**config.mk**
```make
export PLATFORM = sky130hd
export DESIGN_NAME = gmii_frame_gen
export DESIGN_NICKNAME = d
export VERILOG_FILES = /design/src/rtl/gmii_frame_gen_pkg.sv /design/src/rtl/crc32_d8.sv /design/src/rtl/gmii_frame_gen.sv
export SDC_FILE = /design/constraint.sdc
export NUM_CORES = 1
export LEC_CHECK = 0
export CAP_MARGIN = 5
export CORE_AREA = 5 5 175 177
export DETAILED_ROUTE_END_ITERATION = 6
export DIE_AREA = 0 0 180 182
export PLACE_DENSITY = 0.51
export SYNTH_ARGS = -nofsm -noshare
export SYNTH_HDL_FRONTEND = slang
export SYNTH_SLANG_ARGS = --single-unit
```
**constraint.sdc**
```tcl
create_clock -name clk_clk -period 3.7 [get_ports clk_clk]
set_input_delay 1.11 -clock clk_clk [delete_from_list [all_inputs] [get_ports clk_clk]]
set_output_delay 1.11 -clock clk_clk [all_outputs]
set_load 0.02 [all_outputs]
```
**src/rtl/gmii_frame_gen_pkg.sv**
```systemverilog
// Shared types and constants for the GMII receive-side frame generator.
// CRC helper used by crc32_d8 (present only with GMII_FRAME_GEN_CRC_EN).
package gmii_frame_gen_pkg;

   typedef enum logic [3:0] {
      S_IDLE,
      S_PRE,
      S_SFD,
      S_DST,
      S_SRC,
      S_TYPE,
      S_PAY,
      S_PAD,
      S_FCS,
      S_IFG
   } state_t;

   localparam logic [7:0]  PREAMBLE_BYTE = 8'h55;
   localparam logic [7:0]  SFD_BYTE      = 8'hD5;
   localparam logic [31:0] CRC_POLY      = 32'hEDB88320;
   localparam logic [31:0] CRC_INIT      = 32'hFFFFFFFF;

   // One byte of reflected CRC-32, LSB of the data first.
   function automatic logic [31:0] crc32_step(
      input logic [31:0] crc,
      input logic [7:0]  data
   );
      logic [31:0] c;
      c = crc;
      for (int i = 0; i < 8; i++) begin
         c = {1'b0, c[31:1]} ^ (CRC_POLY & {32{c[0] ^ data[i]}});
      end
      return c;
   endfunction

endpackage

```
**src/rtl/crc32_d8.sv**
```systemverilog
// Byte-wide CRC-32 register with synchronous clear and enable.
// Holds the raw (uncomplemented) remainder; callers invert for the FCS.
module crc32_d8
   import gmii_frame_gen_pkg::*;
(
   input  logic        clk,
   input  logic        rst_n,
   input  logic        clr,
   input  logic        en,
   input  logic [7:0]  data,
   output logic [31:0] crc
);

   logic [31:0] crc_q;
   logic [31:0] crc_d;

   // Next remainder: clear wins over update.
   always_comb begin
      crc_d = crc_q;
      if (clr) begin
         crc_d = CRC_INIT;
      end else if (en) begin
         crc_d = crc32_step(crc_q, data);
      end
   end

   // Remainder register.
   always_ff @(posedge clk or negedge rst_n) begin
      if (!rst_n) begin
         crc_q <= CRC_INIT;
      end else begin
         crc_q <= crc_d;
      end
   end

   assign crc = crc_q;

endmodule

```
**src/rtl/gmii_frame_gen.sv**
```systemverilog
// GMII frame generator feeding a MAC's gmii_rx_* inputs.
// Define GMII_FRAME_GEN_CRC_EN to append a CRC-32 FCS to every frame.
module gmii_frame_gen #(
   parameter int IFG_BYTES = 12,
   parameter int MIN_LEN   = 46,
   parameter int MAX_LEN   = 1500
) (
   input  logic        clk_clk,
   input  logic        reset_reset_n,
   input  logic        start,
   input  logic [10:0] len,
   input  logic [47:0] dst_mac,
   input  logic [47:0] src_mac,
   input  logic [15:0] ethertype,
   input  logic [7:0]  seed,
   input  logic        err_inject,
   output logic [7:0]  gmii_rx_d,
   output logic        gmii_rx_dv,
   output logic        gmii_rx_err,
   output logic        busy,
   output logic        done,
   output logic [15:0] frame_cnt
);

   import gmii_frame_gen_pkg::*;

   localparam logic [10:0] MIN_L = 11'(MIN_LEN);
   localparam logic [10:0] MAX_L = 11'(MAX_LEN);
   // The accept cycle in IDLE is the final idle byte of the gap.
   localparam logic [10:0] IFG_LAST = 11'(IFG_BYTES - 2);
`ifdef GMII_FRAME_GEN_CRC_EN
   localparam state_t S_TAIL = S_FCS;
`else
   localparam state_t S_TAIL = S_IFG;
`endif

   state_t      state_q, state_d;
   logic [10:0] cnt_q, cnt_d;
   logic [10:0] len_q, len_d;
   logic [47:0] dst_q, dst_d;
   logic [47:0] src_q, src_d;
   logic [15:0] type_q, type_d;
   logic [7:0]  pay_q, pay_d;
   logic        err_q, err_d;
   logic [15:0] fcnt_q, fcnt_d;

   logic        pad_need;
   logic [10:0] pad_last;

   assign pad_need = len_q < MIN_L;
   assign pad_last = MIN_L - len_q - 11'd1;

`ifdef GMII_FRAME_GEN_CRC_EN
   logic [31:0] crc_w;
   logic        crc_clr;
   logic        crc_en;

   assign crc_clr = (state_q == S_SFD);
   assign crc_en  = state_q inside {S_DST, S_SRC, S_TYPE, S_PAY, S_PAD};

   crc32_d8 u_crc (
      .clk   (clk_clk),
      .rst_n (reset_reset_n),
      .clr   (crc_clr),
      .en    (crc_en),
      .data  (gmii_rx_d),
      .crc   (crc_w)
   );
`endif

   // Next state, byte counters and the GMII byte for the current state.
   always_comb begin
      state_d     = state_q;
      cnt_d       = cnt_q + 11'd1;
      len_d       = len_q;
      dst_d       = dst_q;
      src_d       = src_q;
      type_d      = type_q;
      pay_d       = pay_q;
      err_d       = err_q;
      fcnt_d      = fcnt_q;
      gmii_rx_d   = 8'h00;
      gmii_rx_dv  = 1'b0;
      gmii_rx_err = 1'b0;
      done        = 1'b0;
      unique case (state_q)
         S_IDLE: begin
            cnt_d = 11'd0;
            if (start) begin
               state_d = S_PRE;
               len_d   = (len > MAX_L) ? MAX_L : len;
               dst_d   = dst_mac;
               src_d   = src_mac;
               type_d  = ethertype;
               pay_d   = seed;
               err_d   = err_inject;
            end
         end
         S_PRE: begin
            gmii_rx_dv = 1'b1;
            gmii_rx_d  = PREAMBLE_BYTE;
            if (cnt_q == 11'd6) begin
               state_d = S_SFD;
               cnt_d   = 11'd0;
            end
         end
         S_SFD: begin
            gmii_rx_dv = 1'b1;
            gmii_rx_d  = SFD_BYTE;
            state_d    = S_DST;
            cnt_d      = 11'd0;
         end
         S_DST: begin
            gmii_rx_dv = 1'b1;
            gmii_rx_d  = dst_q[47:40];
            dst_d      = {dst_q[39:0], 8'h00};
            if (cnt_q == 11'd5) begin
               state_d = S_SRC;
               cnt_d   = 11'd0;
            end
         end
         S_SRC: begin
            gmii_rx_dv = 1'b1;
            gmii_rx_d  = src_q[47:40];
            src_d      = {src_q[39:0], 8'h00};
            if (cnt_q == 11'd5) begin
               state_d = S_TYPE;
               cnt_d   = 11'd0;
            end
         end
         S_TYPE: begin
            gmii_rx_dv = 1'b1;
            gmii_rx_d  = type_q[15:8];
            type_d     = {type_q[7:0], 8'h00};
            if (cnt_q == 11'd1) begin
               cnt_d = 11'd0;
               if (len_q != 11'd0) state_d = S_PAY;
               else if (pad_need)  state_d = S_PAD;
               else                state_d = S_TAIL;
            end
         end
         S_PAY: begin
            gmii_rx_dv  = 1'b1;
            gmii_rx_d   = pay_q;
            gmii_rx_err = err_q && (cnt_q == 11'd0);
            pay_d       = pay_q + 8'd1;
            if (cnt_q == len_q - 11'd1) begin
               cnt_d   = 11'd0;
               state_d = pad_need ? S_PAD : S_TAIL;
            end
         end
         S_PAD: begin
            gmii_rx_dv  = 1'b1;
            gmii_rx_err = err_q && (cnt_q == 11'd0)
                          && (len_q == 11'd0);
            if (cnt_q == pad_last) begin
               cnt_d   = 11'd0;
               state_d = S_TAIL;
            end
         end
         S_FCS: begin
`ifdef GMII_FRAME_GEN_CRC_EN
            gmii_rx_dv = 1'b1;
            gmii_rx_d  = ~crc_w[{cnt_q[1:0], 3'b000} +: 8];
            if (cnt_q == 11'd3) begin
               state_d = S_IFG;
               cnt_d   = 11'd0;
            end
`else
            state_d = S_IDLE;
`endif
         end
         S_IFG: begin
            if (cnt_q == IFG_LAST) begin
               done    = 1'b1;
               state_d = S_IDLE;
               cnt_d   = 11'd0;
               fcnt_d  = fcnt_q + 16'd1;
            end
         end
         default: begin
            state_d = S_IDLE;
         end
      endcase
   end

   // State and captured frame parameters.
   always_ff @(posedge clk_clk or negedge reset_reset_n) begin
      if (!reset_reset_n) begin
         state_q <= S_IDLE;
         cnt_q   <= 11'd0;
         len_q   <= 11'd0;
         dst_q   <= 48'd0;
         src_q   <= 48'd0;
         type_q  <= 16'd0;
         pay_q   <= 8'd0;
         err_q   <= 1'b0;
         fcnt_q  <= 16'd0;
      end else begin
         state_q <= state_d;
         cnt_q   <= cnt_d;
         len_q   <= len_d;
         dst_q   <= dst_d;
         src_q   <= src_d;
         type_q  <= type_d;
         pay_q   <= pay_d;
         err_q   <= err_d;
         fcnt_q  <= fcnt_d;
      end
   end

   assign busy      = (state_q != S_IDLE);
   assign frame_cnt = fcnt_q;

endmodule

```
# After elaboration in Yosys (flattened, before gate mapping)
# Index checks and enable logic that the tools add are counted.
[totals]
inputBits = 135
word_cells = 92
ff_bits = 163
out_inout_bits = 28
[classes]
add_sub_neg = 6
magnitude_cmp = 2
eq_ne = 22
reduce_logical = 21
muxes = 32
[op_table]
columns = ["op", "n"]
rows = [
  ["$pmux 48 s2", 2],
  ["$mux 48", 2],
  ["$mux 11", 7],
  ["$pmux 11 s7", 1],
  ["$pmux 8 s6", 1],
  ["$mux 4", 10],
  ["$pmux 4 s9", 1],
  ["$pmux 16 s2", 1],
  ["$eq 11x11->1", 2],
  ["$eq 11x3->1 const B", 2],
  ["$logic_not 11->1", 2],
  ["$sub 11x1->11 const B", 2],
  ["$add 16x1->16 const B", 1],
  ["$eq 4x3->1 const B", 4],
  ["$mux 16", 1],
  ["$ne 2x2->1 const B", 8],
  ["$pmux 8 s2", 1],
  ["$reduce_and 2->1", 6],
  ["$add 11x1->11 const B", 1],
  ["$eq 11x1->1 const B", 1],
  ["$eq 11x4->1 const B", 1],
  ["$gt 11x11->1 const B", 1],
  ["$lt 11x6->1 const B", 1],
  ["$reduce_bool 11->1", 1],
  ["15 further kinds", 23],
]

# Depth between registers and ports, before layout
[depth]
ltp_word = 5
mapped_depth = 11
mapped_depth_nobuf = 9

# Worst setup path after synthesis
# No wires, ideal clock.
[synth_timing]
path_kind = "reg2out"
startpoint = "register len_q[6]"
endpoint = "output gmii_rx_err"
arrival_time_ns = 2.132
setup_slack_ns = 0.458
required_ns = 2.590
path_stages_with_launch = 7
path_buffers = 1
cell_sequence = "dfrtp_1 -> or2_2 -> clkbuf_1 -> or3_1 -> nor3_1 -> a21oi_1 -> nor4_1"
[synth_via]
elab_chain_cells = 3
[synth_rtl]
columns = ["element", "line", "source"]
rows = [
  ["from (decl)", "gmii_frame_gen.sv:39", "logic [10:0] len_q, len_d;"],
  ["from (signal assigned)", "gmii_frame_gen.sv:202", "len_q <= len_d;"],
  ["$logic_not 11->1", "gmii_frame_gen.sv:155", "&& (len_q == 11'd0);"],
  ["$logic_and 1x1->1", "gmii_frame_gen.sv:155", ""],
  ["$pmux 1 s2", "gmii_frame_gen.sv:86", "unique case (state_q)"],
  ["to (decl)", "gmii_frame_gen.sv:19", "output logic gmii_rx_err,"],
]
# No other way between the ends.

# Worst setup path in the final report
[layout_timing]
startpoint = "register cnt_q[10]"
endpoint = "output gmii_rx_err"
[layout_via]
elab_chain_cells = 4
[layout_rtl]
columns = ["element", "line", "source"]
rows = [
  ["from (decl)", "gmii_frame_gen.sv:38", "logic [10:0] cnt_q, cnt_d;"],
  ["from (signal assigned)", "gmii_frame_gen.sv:201", "cnt_q <= cnt_d;"],
  ["$logic_not 11->1 *", "gmii_frame_gen.sv:145, gmii_frame_gen.sv:154", ""],
  ["$logic_and 1x1->1 *", "gmii_frame_gen.sv:145, gmii_frame_gen.sv:154", ""],
  ["$logic_and 1x1->1", "gmii_frame_gen.sv:155", ""],
  ["$pmux 1 s2 *", "gmii_frame_gen.sv:86", ""],
]
# Every way passes the cells marked *; elsewhere a longest branch is shown, timed or not.

==> results <==
- The flow ran to the end, and the final reports show no timing, DRC or antenna violations.
- The critical path is of the reg2out type.
- The gate family responsible for the most delay along the worst path is simple AND/OR/NAND/NOR gates.
- The clock reaches the later pin of the worst-skew pair after about 0.43 ns.
- The maximum number of buffers from clock root to sink is 2.
- The total nets after synthesis is about 1,100.
- In this run the worst hold path is classified as reg2reg.
- From left edge to right edge, the die measures between 150 and 200 microns.
- The clock-pin slew of the registers on the worst-case setup and hold paths is 0.07 ns.
- The worst endpoint data arrival time is ~2.4 ns.
- After the first detailed-routing iteration, the DRC count stood at approximately 380.
- Traced cell by cell, the critical path runs through or4_4 -> or3_1 -> nor4_2 -> buf_4 -> buf_4.
- The fmax is 283 MHz.
- For this run, the leading register cell type out of synthesis is sky130_fd_sc_hd__dfrtp_1.
- The biggest area consumer among synthesized cells is sky130_fd_sc_hd__dfrtp_1.
- For this run, design rule violations remaining after detail routing come to 0.
- After synthesis, the cell types taking the most area are sky130_fd_sc_hd__dfrtp_1 (48%), sky130_fd_sc_hd__mux2i_1 (9.7%), sky130_fd_sc_hd__nand2_1 (7.9%).
- The weighted congestion at the end of routability-driven global placement is between 0.8 and 0.9.
- For this design, the slowest cell found on the critical path is sky130_fd_sc_hd__or4_4.
- In this run the standard cell core region covers 29,100 sq um.
- The mean number of vias per cell is 4.81.
- The post-route netlist has approximately 8.2% of its cells at a drive strength greater than 1.
- The maximum clock skew at final layout is roughly 0.014 ns.
- The clock tree from TritonCTS is built.
- Counting both buffers and inverters, the worst setup path holds a total of 2.
- The number of detailed-route iterations in the first pass is 5.
- From bottom edge to top edge, the die measures 182 microns.
- The number of hold violations in the final report is 0.
- The remaining antenna violation count after routing is 0.
- The leakage power is ~0.0046 uW.
- Of the total power, the share spent switching nets is 24.8%.
- Counting I/O delays and the setup requirement, the final critical path takes ~3.5 ns.
- The max-slew violation count is 0.
- The total of endpoints with negative setup slack in the final report is 0.
- Port buffering added between 150 and 200 buffers.
- The H-tree was split into 4 levels.
- Along the worst path, the maximum fanout reaches 4.
- The number of nets at the end of the flow is around 1,200.
- The fraction of power consumed by combinational cells is under 10%.
- The share of synthesized area occupied by flip-flops and latches is between 40% and 50%.
- The number of distinct standard cells referenced by the synthesized netlist is 62.
- The first global-routing pass estimated around 40,000 microns of wire.
- The synthesized design contains 0 enable-type register cells.
- The initial utilization of the core area, before any placement, comes to 29.2%.
- The fraction of power consumed by the clock network is a little under half.
- The required time of the worst setup path is approximately 2.6 ns.
- By count the netlist is led by sky130_fd_sc_hd__nand2_1 (178), sky130_fd_sc_hd__dfrtp_1 (163), sky130_fd_sc_hd__o21ai_0 (96).
- In this run the tightest slew margin relative to its limit is 39.1%.
- After synthesis the netlist holds a flip-flop and latch count of approximately 160.
- The fraction of power consumed by sequential logic is between 40% and 50%.
- The placed wire-length estimate after detailed placement is approximately 18,000 microns.
- The count of synthesis-stage warnings from yosys is 0.
- The number of instances in the synthesized netlist is 918.
- Setup repair after global routing left no endpoint under its margin.
- The total negative slack is 0 ns.
- Once the clock tree was built, the setup fixing pass inserted 0 buffers.
- The final critical path takes up around 96% of the cycle.
- The initial antenna violation count is 2.
- Power spread over the standard cell area amounts to between 300 and 400 nW/um^2.
- CTS placed an instance of sky130_fd_sc_hd__clkbuf_16 at the clock tree root.
- The internal portion of the total power is ~2800 uW.
- The final routed wirelength across all metal layers is ~25,000 microns.
- The critical path launch point type is a register.
- Total power for the finished layout comes to around 3700 uW.
- The proportion of netlist area held by the largest area contributor is between 40% and 50%.
- Yosys instantiated no cell more often than sky130_fd_sc_hd__nand2_1.
- For this design the total switching power over the nets is just over 900 uW.
- The via count of the first global-routing pass is between 7,000 and 8,000.
- The leftover overflow at the end of global routing is 0.
- Summing every instance area after synthesis gives between 8000 and 9000 sq um.
- The most repeated library cell on the critical path is sky130_fd_sc_hd__buf_4.
- The routed layout has between 7,000 and 8,000 vias.
- In the final routed layout, each cell accounts on average for around 17 microns.
- Relative to the synthesized area, the layout overhead comes to 33.0%.
- The count of max-cap constraint violations is 0.
- After synthesis, the share of flip-flops with an asynchronous set or reset is between 90% and 100%.
- At the pin with the least slew margin, the transition time is a little under 0.9 ns.
- The synthesized area per cell is 9.24 sq um.
- For this run, the slowest stage of the critical path takes ~0.55 ns.
- The number of CTS-inserted buffers is 17.
- The floorplan step defined a die boundary enclosing about 33,000 sq um.
- The number of standard-cell rows in the floorplan is 63.
- The total global routing track utilization is approximately 15%.
- between 150 and 200 I/O pins were placed.
- Across the VDD grid, the largest voltage drop is 0.268 mV.
- Entering global routing, the biggest net connects 90 pins.
- The capturing element type of the critical path is an output pin.
- The number of clock sinks is between 150 and 200.
[cells in the final DEF, fill, tap and decap left out, types with 5 or more instances in the layout]
| cell type | instances |
|---|---|
| sky130_fd_sc_hd__nor3_1 | 7 |
| sky130_fd_sc_hd__nor2b_1 | 5 |
| sky130_fd_sc_hd__mux2i_1 | 82 |
| sky130_fd_sc_hd__a22oi_1 | 14 |
| sky130_fd_sc_hd__or3_1 | 7 |
| sky130_fd_sc_hd__nand3_1 | 31 |
| sky130_fd_sc_hd__inv_6 | 6 |
| sky130_fd_sc_hd__buf_12 | 5 |
| sky130_fd_sc_hd__nor2_1 | 56 |
| sky130_fd_sc_hd__inv_1 | 16 |
| sky130_fd_sc_hd__a21oi_1 | 37 |
| sky130_fd_sc_hd__nand4_1 | 8 |
| sky130_fd_sc_hd__and3_1 | 6 |
| sky130_fd_sc_hd__o21ai_0 | 96 |
| sky130_fd_sc_hd__nand2_1 | 178 |
| sky130_fd_sc_hd__xor2_1 | 14 |
| sky130_fd_sc_hd__o211ai_1 | 6 |
| sky130_fd_sc_hd__ha_1 | 11 |
| sky130_fd_sc_hd__clkdlybuf4s50_1 | 157 |
| sky130_fd_sc_hd__o22ai_1 | 7 |
| sky130_fd_sc_hd__xnor2_1 | 27 |
| sky130_fd_sc_hd__buf_4 | 31 |
| sky130_fd_sc_hd__dfrtp_1 | 161 |
| sky130_fd_sc_hd__clkbuf_16 | 17 |
| sky130_fd_sc_hd__nand2b_1 | 12 |
[flip-flops by register name, indices dropped and copies added (netlist names)]
name / count
src_q: 48
frame_cnt: 16
len_q: 11
cnt_q: 11
dst_q: 48
err_q: 1
type_q: 16
state_q: 4
pay_q: 8
[worst min-delay path, stage by stage (launching register included)]
cell,delay (ns)
sky130_fd_sc_hd__dfrtp_1,0.34
sky130_fd_sc_hd__nand2_1,0.04
sky130_fd_sc_hd__o21ai_0,0.06
[power by group through the flow]
stage	sequential [uW]	clock (uW)	combinational, uW
6_report	1780	1770	197
3_5_place_dp	1820	0	202
4_1_cts	1780	1820	202
3_3_place_gp	1820	0	202
2_1_floorplan	1820	0	4.90
5_1_grt	1780	1890	214
[routing by layer]
layer / wire, microns / vias up / global-route usage, %
met3: 1110 / 31 / 3.73
met2: 11400 / 140 / 23.7
met1: 11900 / 3401 / 20.9
met5: 27 / - / 0
met4: 487 / 4 / 4.57
li1: - / 3522 / -
[path summary, 6_finish.rpt]
kind,startpoint,slack [ns],to,depth (start not counted)
min in group asynchronous,reset_reset_n,0.65,frame_cnt[7]$_DFFE_PN0P_,1
max,cnt_q[10]$_DFF_PN0_,0.16,gmii_rx_err,5
max reg2reg,len_q[3]$_DFFE_PN0P_,0.59,state_q[0]$_DFFE_PN0P_,8
min,src_q[39]$_DFFE_PN0P_,0.48,src_q[47]$_DFFE_PN0P_,2
max in group asynchronous,reset_reset_n,2.24,dst_q[1]$_DFFE_PN0P_,2
min reg2reg,src_q[39]$_DFFE_PN0P_,0.48,src_q[47]$_DFFE_PN0P_,2
[logic make-up (layout without fill, tap and decap cells)]
kind of cell | Yosys count | count (layout) | synth area share [%]
muxes | 83 | 83 | 9.81
AOI/OAI and AO/OA | 204 | 204 | 14.7
adders and majority gates | 11 | 11 | 1.62
DFF | 163 | 163 | 48.1
buffers and inverters | 78 | 245 | 3.78
xor gates and xnor gates | 41 | 41 | 4.23
and+or+nand+nor | 338 | 338 | 17.7
other | 0 | 1 | 0
[layout make-up]
class	instances	area, sq um
Fill cell	2917	17800
Multi-Input combinational cell	677	4110
Sequential cell	163	4080
Timing Repair Buffer	197	1950
Tap cell	390	488
Clock buffer	17	425
Clock inverter	15	161
Inverter	16	60.1
Antenna cell	1	2.50
[what timing repair did]
item,in CTS,in global routing
hold buffers,0,0
setup endpoints to repair,4,2
hold endpoints to repair,0,0
gates resized for setup,6,2
pin swaps,0,0
[stage by stage]
step / cells / hold slack (ns) / setup WS, ns / util (%) / area [sq um]
global route: 1475 / 0.506 / 0.000806 / 38.8 / 11300
detailed placement: 1443 / 0.464 / 0.0568 / 36.7 / 10700
finish: 1476 / 0.475 / 0.162 / 38.8 / 11300
floorplan: 918 / 0.446 / 0.458 / - / 8480
global placement: 1443 / 0.457 / 0.0379 / 36.7 / 10700
CTS: 1475 / 0.481 / 0.0553 / 38.7 / 11300
No activity file was read; power rests on OpenSTA's default activity.
==> RTL edit 1, RTL diff (same flow settings) <==
Add a define of `GMII_FRAME_GEN_CRC_EN`.
--- a/src/rtl/gmii_frame_gen.sv
+++ b/src/rtl/gmii_frame_gen.sv
@@ -2,2 +2,4 @@
 // Define GMII_FRAME_GEN_CRC_EN to append a CRC-32 FCS to every frame.
+`define GMII_FRAME_GEN_CRC_EN
+
 module gmii_frame_gen #(
Check against the original RTL: same outputs for any inputs over 10 cycles, from zero or initial values and one cycle with reset_reset_n low; that may be too few to reach the edited logic, so the function may still have changed.
==> RTL edit 1 against the original RTL <==
- final area up 22%
- sequential cell count up 32
- worst setup slack better by 0.013 ns
- routed wire length up 20%
- area after synthesis up 29%
- die area unchanged
- critical path type unchanged
- critical endpoint is now gmii_rx_d[7]
- largest cell class unchanged
Power is left out: it rests on default switching activity, and per cell area and clock period it moved more than threefold.
==> RTL edit 1: results (changes against the original RTL) <==
.. list-table::
   :header-rows: 1

   * - Metric
     - Value
   * - # diodes
     - 0 (-1)
   * - Number of different library cells in the post-synthesis netlist
     - 79 (+27%)
   * - Amount of wire on met2 after detailed routing
     - 13,780 um (+21%)
   * - Post-synth net total
     - 1,271 (+19%)
   * - Reg-to-Reg End
     - state_q[2]
   * - Initial DRC Count
     - 516 (+35%)
   * - Outcome
     - finished clean
   * - Hold Slack
     - 0.4759 ns (+0.0007740 ns)
   * - Root Driver
     - sky130_fd_sc_hd__clkbuf_16
   * - Placer Congestion
     - 0.8481 (+0.32%)
   * - Number of cells produced by synthesis
     - 1,125 (+23%)
   * - Maximum clock frequency
     - 283.7 MHz (+0.36%)
   * - Synth Area in XOR/XNOR
     - 11.92% (+7.7 points)
   * - Vias in the first global route
     - 8,674 (+21%)
   * - Worst setup slack after placement
     - 0.1605 ns (+0.1036 ns)
   * - Worst Reg2Reg Path Length in Cells
     - 10 (+2)
   * - Compound-Gate Fraction of Synth Area
     - 12.98% (-1.7 points)
   * - Fraction of the mapped netlist area in adder cells
     - 1.255% (-0.37 points)
   * - GRT Overall Usage
     - 18.33% (+3.2 points)
   * - Routed length per placed instance
     - 17.84 um (+5.5%)
   * - Routed wire length on met3
     - 1835 um (+65%)
   * - Min-Delay Startpoint
     - src_q[20]
   * - Most area-consuming cells after synthesis
     - sky130_fd_sc_hd__dfrtp_1 (37%), sky130_fd_sc_hd__dfstp_2 (7.7%), sky130_fd_sc_hd__mux2i_1 (7.4%)
   * - Fraction of final layout cells sized beyond drive strength 1
     - 12.04% (+3.8 points)
   * - Placed cell count
     - 1,643 (+14%)
   * - Post-Place Cell Area
     - 0.01311 mm^2 (+23%)
   * - Slew Limit Headroom
     - 47.52% (+8.4 points)
   * - Detailed-placement wirelength estimate
     - 21,860 um (+19%)
   * - Vias
     - 8,506 (+20%)
   * - Sequential cell area fraction in the yosys report
     - 44.88% (-3.2 points)
   * - Worst-skew pair later-pin latency
     - 0.45 ns (+0.02 ns)
   * - Initial antenna violation count
     - 4 (+2)
   * - Via-to-Cell Ratio
     - 5.072 (+5.5%)
   * - First-pass GRT wire length
     - 48,090 um (+20%)
   * - Critical path peak fanout
     - 6 (+2)
   * - Worst path arrival time
     - 2.41 ns (-0.02 ns)
   * - Endpoint of the worst hold-timing path
     - src_q[28]
   * - Cell types with the highest counts after synthesis
     - sky130_fd_sc_hd__nand2_1 (184), sky130_fd_sc_hd__dfrtp_1 (163), sky130_fd_sc_hd__o21ai_0 (96)
   * - Final net count
     - 1,421 (+17%)
   * - Multiplexer share of the synthesized area
     - 9.724% (-0.087 points)
   * - Routed metal-1 wirelength
     - 13,600 um (+14%)
   * - Clock skew after layout
     - 0.01689 ns (+0.002538 ns)
==> RTL edit 1: worst max path at each step <==
| stage | startpoint | to | depth (start not counted) |
|---|---|---|---|
| floorplan | cnt_q[7] | gmii_rx_err | 6 |
| global placement | cnt_q[10] | gmii_rx_err | 6 |
| detailed placement | len_q[1] | gmii_rx_err | 7 |
| CTS | len_q[1] | gmii_rx_err | 7 |
| global route | len_q[2] | cnt_q[9] | 11 |
| finish | state_q[0] | gmii_rx_d[7] | 6 |
==> RTL edit 1: critical path: stages (launching register included) <==
cell and delay, ns:
sky130_fd_sc_hd__dfrtp_1 0.40, sky130_fd_sc_hd__or4b_1 0.64, sky130_fd_sc_hd__buf_4 0.22, sky130_fd_sc_hd__nor2_1 0.18
sky130_fd_sc_hd__a221oi_2 0.08, sky130_fd_sc_hd__inv_1 0.11, sky130_fd_sc_hd__dlygate4sd2_1 0.33
==> RTL edit 1: what timing repair did <==
action                                  4_1_cts  5_1_grt
cloned                                        0        0
resized for setup                            12        9
setup buffers                                 3        0
endpoints found under the setup margin        9       15
pin swaps                                     0        0
hold buffers                                  0        0
==> RTL edit 1: metal layers <==
layer	track usage, %	up-vias
li1	-	4184
met1	24.82	4100
met2	28.20	175
met3	5.829	39
met4	5.669	8
met5	0	-
==> RTL edit 1: layout make-up <==
class,instances,area [um^2]
clock buffers,20,446.7
clock inverters,11,118.9
fillers,2790,15360
inverters,18,67.56
multi-input cells,838,5679
flip-flops and latches,195,4922
well taps,390,488.0
repair buffers,205,2002
==> RTL edit 1: logic make-up after synthesis <==
| group | after synthesis |
|---|---|
| and+or+nand+nor | 380 |
| AOI/OAI and AO/OA | 233 |
| DFF | 195 |
| xor gates and xnor gates | 120 |
| muxes | 94 |
| buffers and inverters | 92 |
| adders and majority gates | 11 |
==> RTL edit 2, RTL diff (same flow settings) <==
Made on the original files. Re-encode `state_t` (10 states) as one-hot, 10 bits wide.
--- a/src/rtl/gmii_frame_gen_pkg.sv
+++ b/src/rtl/gmii_frame_gen_pkg.sv
@@ -4,13 +4,13 @@
 
-   typedef enum logic [3:0] {
-      S_IDLE,
-      S_PRE,
-      S_SFD,
-      S_DST,
-      S_SRC,
-      S_TYPE,
-      S_PAY,
-      S_PAD,
-      S_FCS,
-      S_IFG
+   typedef enum logic [9:0] {
+      S_IDLE = 10'b0000000001,
+      S_PRE  = 10'b0000000010,
+      S_SFD  = 10'b0000000100,
+      S_DST  = 10'b0000001000,
+      S_SRC  = 10'b0000010000,
+      S_TYPE = 10'b0000100000,
+      S_PAY  = 10'b0001000000,
+      S_PAD  = 10'b0010000000,
+      S_FCS  = 10'b0100000000,
+      S_IFG  = 10'b1000000000
    } state_t;
Formal check against the unedited RTL: same outputs for any inputs over 10 cycles, from zero or initial values and one cycle with reset_reset_n low; not proved beyond that.
==> RTL edit 2 against the original RTL <==
- area after synthesis up 2.2%
- routed wire length up 2.7%
- count of clock-buffer cells in the layout unchanged
- power up 2.1%
- global-route usage up 0.30 points
- sequential share of layout area up 0.46 points
- non-clock buffer count up 1
- sequential cell count up 5
- final area up 1.8%
- worst setup slack better by 0.035 ns
- utilization up 0.68 points
- critical path type unchanged
- highest routed layer unchanged
==> RTL edit 2: results (changes against the original RTL) <==
.. list-table::
   :header-rows: 1

   * - Metric
     - Value
   * - Period minus WS final
     - 3.503 ns (-0.03512 ns)
   * - Endpoint of the worst hold-timing path
     - frame_cnt[15]
   * - Worst setup slack after placement
     - 0.05904 ns (+0.002201 ns)
   * - Met2 usage in global routing
     - 25.26% (+1.6 points)
   * - Maximum number of pins on one net before global-route repair
     - 82 (-8.9%)
   * - Amount of wire on met2 after detailed routing
     - 12,180 um (+6.5%)
   * - Vias
     - 7,131 (+0.46%)
   * - Critical path peak fanout
     - 17 (+13)
   * - Maximum cell stage delay along the critical path
     - 0.47 ns (-0.08 ns)
   * - Reg-to-Reg End
     - state_q[2]
   * - Most area-consuming cells after synthesis
     - sky130_fd_sc_hd__dfrtp_1 (48%), sky130_fd_sc_hd__mux2i_1 (11%), sky130_fd_sc_hd__nand2_1 (7.1%)
   * - Outcome
     - finished clean
   * - Power in sequential cells
     - 0.00183 W (+3%)
   * - Global routing usage on met3
     - 5.288% (+1.6 points)
   * - Compound-Gate Fraction of Synth Area
     - 14.12% (-0.60 points)
   * - Min-Delay Startpoint
     - frame_cnt[15]
   * - Routed metal-1 wirelength
     - 11,460 um (-3.6%)
   * - Critical path launch point
     - state_q[5]
   * - Number of fillers in the final layout
     - 2,895 (-0.75%)
   * - Capture point of the critical path
     - gmii_rx_d[0]
   * - GRT met1 Usage
     - 20.01% (-0.94 points)
   * - Placer Congestion
     - 0.8265 (-2.2%)
   * - Placed cell count
     - 1,438 (-0.35%)
   * - Fraction of the mapped netlist area in adder cells
     - 1.589% (-0.034 points)
   * - Post-Route WL
     - 25,640 um (+2.7%)
   * - Initial DRC Count
     - 489 (+28%)
   * - Detailed-placement wirelength estimate
     - 18,660 um (+1.4%)
   * - Initial antenna violation count
     - 9 (+7)
   * - Routed wire length on met3
     - 1613 um (+45%)
   * - Worst Reg2Reg Path Length in Cells
     - 11 (+3)
   * - Number of non-filler instances in the completed layout
     - 1,471 (-0.34%)
   * - Leakage power summed over all cells
     - 4.873 nW (+6.3%)
   * - Vias in the first global route
     - 7,351 (+2.4%)
   * - Clock skew after layout
     - 0.01617 ns (+0.001812 ns)
   * - GRT Overall Usage
     - 15.48% (+0.30 points)
   * - Combined flip-flop and latch cell area
     - 0.004207 mm^2 (+3.1%)
   * - First-pass GRT wire length
     - 41,070 um (+2.6%)
   * - Final net count
     - 1,213 (-0.41%)
   * - Setup slack of the worst register-to-register path
     - 0.55 ns (-0.04 ns)
   * - Synth Area in XOR/XNOR
     - 4.549% (+0.32 points)
   * - WHS Path Cells
     - 1 (-1)
   * - Sequential cell area fraction in the yosys report
     - 48.54% (+0.44 points)
==> RTL edit 2: changes by cell type in the layout (fill, tap and decap cells not counted), moves of 8 or more <==
cell	before	now
sky130_fd_sc_hd__a21oi_1	37	25
sky130_fd_sc_hd__a22o_1	2	17
sky130_fd_sc_hd__a22oi_1	14	4
sky130_fd_sc_hd__dlygate4sd2_1	1	9
sky130_fd_sc_hd__mux2i_1	82	91
sky130_fd_sc_hd__nand2_1	178	163
sky130_fd_sc_hd__nor2_1	56	41
sky130_fd_sc_hd__o21ai_0	96	109
==> RTL edit 2: area by class of cell <==
class / count / share of cell area [%]
antenna: 1 / 0.02181
clock buffer: 17 / 3.707
clock inverter: 15 / 1.341
inverter: 12 / 0.3925
multi-input combinational: 670 / 36.77
sequential: 168 / 36.66
tap: 390 / 4.253
timing repair buffer: 198 / 16.86
